### config.mk
export PLATFORM = sky130hd
export DESIGN_NAME = imm_gen_stage
export DESIGN_NICKNAME = d
export VERILOG_FILES = /design/src/rtl/imm_gen_stage.sv
export SDC_FILE = /design/constraint.sdc
export NUM_CORES = 1
export LEC_CHECK = 0
export CAP_MARGIN = 20
export CORE_ASPECT_RATIO = 1.75
export CORE_MARGIN = 1.5
export CORE_UTILIZATION = 49
export DETAILED_ROUTE_END_ITERATION = 12
export GPL_ROUTABILITY_DRIVEN = 0
export PLACE_DENSITY_LB_ADDON = 0.2
export SKIP_LAST_GASP = 1
export SLEW_MARGIN = 20
export SYNTH_ARGS = -nofsm -noshare
export SYNTH_HDL_FRONTEND = slang
export SYNTH_SLANG_ARGS = --single-unit
### constraint.sdc
create_clock -name clk -period 2.3 [get_ports clk]
set_input_delay 0.69 -clock clk [delete_from_list [all_inputs] [get_ports clk]]
set_output_delay 0.69 -clock clk [all_outputs]
set_load 0.01 [all_outputs]
### src/rtl/imm_gen_stage.sv
// Decode-stage immediate generator: extracts and extends the instruction immediate,
// buffers results in a 2-entry skid buffer with tag pass-through and illegal-select counting.
module imm_gen_stage #(
  parameter int XLEN  = 32,
  parameter int TAG_W = 32,
  parameter int CNT_W = 8
) (
  input  logic             clk,
  input  logic             rst,
  input  logic             flush,
  input  logic             in_valid,
  output logic             in_ready,
  input  logic [31:0]      in_instr,
  input  logic [2:0]       in_imm_sel,
  input  logic [TAG_W-1:0] in_tag,
  output logic             out_valid,
  input  logic             out_ready,
  output logic [XLEN-1:0]  out_imm,
  output logic [TAG_W-1:0] out_tag,
  output logic             out_err,
  output logic [CNT_W-1:0] err_cnt
);

  typedef enum logic [1:0] {
    ST_EMPTY = 2'd0,
    ST_ONE   = 2'd1,
    ST_FULL  = 2'd2
  } state_e;

  typedef struct packed {
    logic [XLEN-1:0]  imm;
    logic [TAG_W-1:0] tag;
    logic             err;
  } entry_t;

  state_e           state_q, state_d;
  entry_t           main_q, main_d, skid_q, skid_d, new_s;
  logic [CNT_W-1:0] err_cnt_q, err_cnt_d;
  logic [32:0]      ext_s;
  logic             in_fire_s, out_fire_s;

  // Returns {illegal, imm32}; the 32-bit value is sign-extended to XLEN afterwards.
  function automatic logic [32:0] extract(input logic [31:0] instr, input logic [2:0] sel);
    logic [32:0] r;
    case (sel)
      3'b000:  r = {1'b0, {20{instr[31]}}, instr[31:20]};
      3'b001:  r = {1'b0, {20{instr[31]}}, instr[31:25], instr[11:7]};
      3'b010:  r = {1'b0, {19{instr[31]}}, instr[31], instr[7], instr[30:25], instr[11:8], 1'b0};
      3'b011:  r = {1'b0, instr[31:12], 12'h000};
      3'b100:  r = {1'b0, {11{instr[31]}}, instr[31], instr[19:12], instr[20], instr[30:21], 1'b0};
      3'b101:  r = {1'b0, 27'd0, instr[19:15]};
      default: r = {1'b1, 32'd0};
    endcase
    return r;
  endfunction

  // Input-side extraction and handshake qualification.
  always_comb begin
    ext_s      = extract(in_instr, in_imm_sel);
    new_s.imm  = XLEN'($signed(ext_s[31:0]));
    new_s.tag  = in_tag;
    new_s.err  = ext_s[32];
    in_ready   = (state_q != ST_FULL) & ~rst;
    in_fire_s  = in_valid & in_ready & ~flush;
    out_fire_s = out_valid & out_ready;
  end

  // Skid-buffer next state and saturating error counter.
  always_comb begin
    state_d = state_q;
    main_d  = main_q;
    skid_d  = skid_q;
    if (flush) begin
      state_d = ST_EMPTY;
    end else begin
      case (state_q)
        ST_EMPTY: begin
          if (in_fire_s) begin
            main_d  = new_s;
            state_d = ST_ONE;
          end else begin
            state_d = ST_EMPTY;
          end
        end
        ST_ONE: begin
          if (in_fire_s && out_fire_s) begin
            main_d = new_s;
          end else if (in_fire_s) begin
            skid_d  = new_s;
            state_d = ST_FULL;
          end else if (out_fire_s) begin
            state_d = ST_EMPTY;
          end else begin
            state_d = ST_ONE;
          end
        end
        ST_FULL: begin
          if (out_fire_s) begin
            main_d  = skid_q;
            state_d = ST_ONE;
          end else begin
            state_d = ST_FULL;
          end
        end
        default: state_d = ST_EMPTY;
      endcase
    end
    if (in_fire_s && new_s.err && (err_cnt_q != {CNT_W{1'b1}})) begin
      err_cnt_d = err_cnt_q + CNT_W'(1);
    end else begin
      err_cnt_d = err_cnt_q;
    end
  end

  // State registers with synchronous reset.
  always_ff @(posedge clk) begin
    if (rst) begin
      state_q   <= ST_EMPTY;
      main_q    <= '0;
      skid_q    <= '0;
      err_cnt_q <= '0;
    end else begin
      state_q   <= state_d;
      main_q    <= main_d;
      skid_q    <= skid_d;
      err_cnt_q <= err_cnt_d;
    end
  end

  assign out_valid = (state_q != ST_EMPTY);
  assign out_imm   = main_q.imm;
  assign out_tag   = main_q.tag;
  assign out_err   = main_q.err;
  assign err_cnt   = err_cnt_q;

endmodule

# == Word level (Yosys, flattened, before mapping) ==
# Index checks and enable logic that the tools add are counted.
# totals
ramBits,0
ff_bits,140
n_memories,0
latch_bits,0
elab_cells,50
rom_bits,0
# op_classes
n_addsub,1
shift,0
n_bitwise,7
n_mux,11
reduce_logical,10
eq_ne,13
div_mod_pow,0
mul,0
n_lt_le_gt_ge,0
# ops
cell,n
33-bit case mux with 6 select lines,1
65-bit two-way mux,3
65-bit case mux with 3 select lines,1
"2-bit != test, second input constant",5
"8-bit by 1-bit adder with 8-bit output, second input constant",1
"8-bit != test, second input constant",1
"3-bit by 2-bit equality test with 1-bit output, second input constant",2
"3-bit equality test, second input constant",2
2-bit two-way mux,3
2-bit case mux with 3 select lines,1
5-bit AND reduction,1
1-bit bitwise AND,4
4-bit AND reduction,1
"3-bit by 1-bit equality test with 1-bit output, second input constant",1
1-bit logical AND,3
3-bit zero test,1
1-bit NOT,3
3-bit nonzero test,1
"2-bit by 1-bit equality test with 1-bit output, second input constant",1
"2-bit equality test, second input constant",1
2-bit zero test,1
1-bit two-way mux,2
2-bit nonzero test,1
2-bit OR reduction,1

# == Depth between registers and ports, before layout ==
# depth
ltp_word,7
mapped_depth,8

# == Least setup slack after synthesis ==
# Ideal clock, no wire load.
# synth_path
kind,input to register
start,input port rst
end,register skid_q[62] (netlist bit)
cell_stages,7
t_required_ns,2.172
n_path_buf,3
path_slack_ns,0.145
t_arrival_ns,2.027
path_cell_list,buf_6 > or3b_4 > or3_1 > buf_2 > buf_2 > a22oi_1 > nor2_1
# synth_via
elab_chain_len,7
# synth_lines
element,line,source
start: declaration,9,"input logic rst,"
1-bit NOT,63,in_ready = (state_q != ST_FULL) & ~rst;
1-bit bitwise AND,63,
1-bit bitwise AND (2 in a row),64,in_fire_s = in_valid & in_ready & ~flush;
1-bit logical AND,86,if (in_fire_s && out_fire_s) begin
1-bit NOT (no line),-,
4-bit AND reduction (no line),-,
end signal: assignment,125,skid_q <= skid_d;
end: declaration,37,"entry_t main_q, main_d, skid_q, skid_d, new_s;"
# Parallel ways exist; a longest one is shown, timed or not.
# A chain may end at the register's enable or synchronous reset.

# == Final worst setup path ==
# layout_path
start,input port in_valid
end,register skid_q[47] (netlist bit)
# layout_via
elab_chain_len,5
# layout_lines
element,line,source
start: declaration,11,"input logic in_valid,"
1-bit bitwise AND (*) (2 in a row),64,
1-bit logical AND,86,
1-bit NOT (no line),-,
4-bit AND reduction (no line) (*),-,
# Every way passes the cells marked *; elsewhere a longest branch is shown, timed or not.

==> results.toml <==
[status]
status = "finished clean"

[route]
drt_iter0_markers = 267
routedWlPerCell_um = 16.18
ant_nets = 0
drc = 0
vias = 5990
via_per_inst = 5.749
routed_wl_mm = 16.86
drt_pass1_iterations = 5

[die]
dieArea_sq_um = 12900
rows = 53
ios = 147
core_sq_um = 11940
die_width_um = 86.52
dieHeight_um = 149.2
initial_core_util_pct = 50.10

[pwr]
leakagePower_nw = 3.067
max-vdd-ir-drop_v = 0.0005151
power.density_nw_per_um2 = 728.0
total_power_mw = 6.188

[finish]
n_antenna_cell = 0
mostFrequentLayoutCell = "nand2_1"
final_util_pct = 71.22
area_delta_synth_final_pct = 42.13
final_cell_mix = "156 x nand2_1, 139 x dfxtp_1, 136 x clkdlybuf4s50_1, 101 x nor2_1, 60 x buf_4"
layout-drive-gt1-share_pct = 12.93
final_net_count = 966

[clocking]
cts_buffers = 17
clkTransAtPathRegs_ps = 60
htree_levels = 4
clock_sinks = 140
clk_latency_ps = 410
cts_tree = "done"
cts_root_buffer = "clkbuf_16"
post_cts_buffers = 0
clock_path_buffers = 2

[setup_path]
reg2reg_slack_ps = 340
cpPeakStageDelay_ps = 470
path_delay_family = "buffers and inverters"
critPathArrivalTime_ps = 2570
rr_worst_depth = 5
worstSetupStartpoint = "in_valid"
cpMostUsedCell = "buf_4"
cp-end-kind = "flop"
crit_path_max_fanout = 24
cp_num_buf_inv = 3
path_cells = "clkdlybuf4s50_1 -> or3b_4 -> buf_4 -> nor3_2 -> buf_4 -> nor2_1 -> a211oi_1"
start_kind = "input port"
crit-reg2reg-launch = "state_q[1]"
cp_slowest_cell = "clkdlybuf4s50_1"
timing.rr.end = "out_tag[8]"
cp_data_required_time_ps = 2610
worstSetupPathType = "in2reg"
cp_num_cells = 7

[synthesis]
syn_avg_cell_area_sq_um = 8.093
postSynth.asyncResetShare_pct = 0
synthCells = 739
syn_area_sq_um = 5981
yosysSeqAreaShare_pct = 46.86
ys_seq_elements = 140
ys.flop_type = "dfxtp_1"
synth_edf_count = 0
synthDistinctLibCells = 49
syn-num-nets = 812
synth_warnings = 0

[place]
pre_cts_ws_ps = -424.0
place_hpwl_mm = 11.76
port_buffers = 139

[global_routing]
antenna_found_initial = 0
grt_pass1_wl_mm = 27.21
grtUsageTotal_pct = 26.21
grt.overflow.total = 0
grt_max_degree = 67
grt_pass1_vias = 6089

[timing]
hold_ws_ps = 452.3
maxSlewViolCount = 0
slew_headroom_pct = 56.89
hold_viol = 0
fin_crit_ps = 2256
final.period_utilization_pct = 98.10
rsz0062_at_grt = "yes"
fmax_mhz = 443.2
fin_worst_skew_ps = 9.335
timing.final.ws_setup_ps = 43.63
worstMarginPinSlew_ps = 646.6
setup_viol = 0

[min_path]
min_from = "skid_q[2]"
hold_depth = 2
hold_class = "reg2reg"
min_to = "skid_q[2]"

[run]
cap_violations = 0
-- metrics by stage --
stage / instance area [sq um] / instances / TNS [ps]
3_5_place_dp: 7830 / 1011 / -38130
2_1_floorplan: 5981 / 739 / 0
5_1_grt: 8501 / 1042 / -712.0
4_1_cts: 8477 / 1042 / 0
6_report: 8501 / 1042 / 0
3_3_place_gp: 7830 / 1011 / -32150
-- per-layer routing --
layer	routed length [um]	global-route usage (%)	vias to the layer above
li1	-	-	2918
met1	6373	26.93	2833
met2	9333	50.12	203
met3	729	5.036	36
met4	425	11.21	0
met5	0	0	-
-- cell type report --
cell class                 instances  area [sq um]
inverter                           8         30.03
clock buffer                      18         429.2
timing repair buffer             205          1973
clock inverter                    13         214.0
fill                             933          3436
tap                              137         171.4
sequential                       140          2804
multi-input combinational        521          2879
-- where the power goes --
| part | switching (mW) | internal, mW |
|---|---|---|
| clock | 1.04 | 1.93 |
| sequential | 0.0376 | 2.49 |
| combinational | 0.323 | 0.364 |
| total | 1.40 | 4.79 |
-- how the worst max path moves through the flow --
stage                      end  slack [ps]
floorplan           skid_q[62]         150
global placement    skid_q[56]        -380
detailed placement  skid_q[61]        -420
CTS                  out_valid           3
global route        skid_q[46]         -60
finish              skid_q[47]          40
-- Yosys cell counts, types with 2 or more instances --
cell type,count,area share (%)
dfxtp_1,140,47
or3_1,4,0.42
a22oi_1,10,1.3
nand4b_1,4,0.59
a311oi_1,34,5.0
nor4bb_1,3,0.50
a21o_1,2,0.25
a211oi_1,9,1.1
inv_1,8,0.50
nand3b_1,9,1.1
nand4_1,2,0.21
clkbuf_1,37,2.3
o21ai_0,5,0.42
buf_2,24,2.0
buf_1,3,0.19
nand2b_1,3,0.31
or3b_2,4,0.59
a221oi_1,22,3.2
o31ai_1,4,0.50
a21oi_1,58,4.9
o311ai_0,4,0.59
nor3_1,29,2.4
o21ai_1,2,0.17
buf_6,5,0.94
nor2_1,101,6.3
o2bb2ai_1,11,1.6
nand2_1,156,9.8
o41ai_1,8,1.2
nand3_1,13,1.1
or4_1,4,0.50
mux2i_1,3,0.50
-- what timing repair did --
| action | in CTS | in global routing |
|---|---|---|
| hold buffers | 0 | 0 |
| resized for setup | 3 | 5 |
| endpoints found under the setup margin | 2 | 36 |
| pin swaps | 0 | 0 |
-- logic make-up after synthesis --
| kind of cell | share of synthesized area (%) |
|---|---|
| AOI/OAI and AO/OA | 20.69 |
| xor gates and xnor gates | 0.2929 |
| adders and majority gates | 0.3765 |
| buffers and inverters | 6.088 |
| DFF | 46.86 |
| muxes | 0.5021 |
| and+or+nand+nor | 25.19 |
-- tightest hold or removal path, delay by kind of cell, from the launching register on --
family,cells,cell delay (ps)
flip-flops,1,310
AO/OA/AOI/OAI,1,50
AND/OR/NAND/NOR,1,50
-- registers in the layout, indices dropped and copies added, names as in the netlist --
| name | cells |
|---|---|
| skid_q | 65 |
| out_imm | 32 |
| out_tag | 32 |
| err_cnt | 8 |
| state_q | 2 |
| out_err | 1 |
Note: power is estimated with default switching activity, not from simulation.
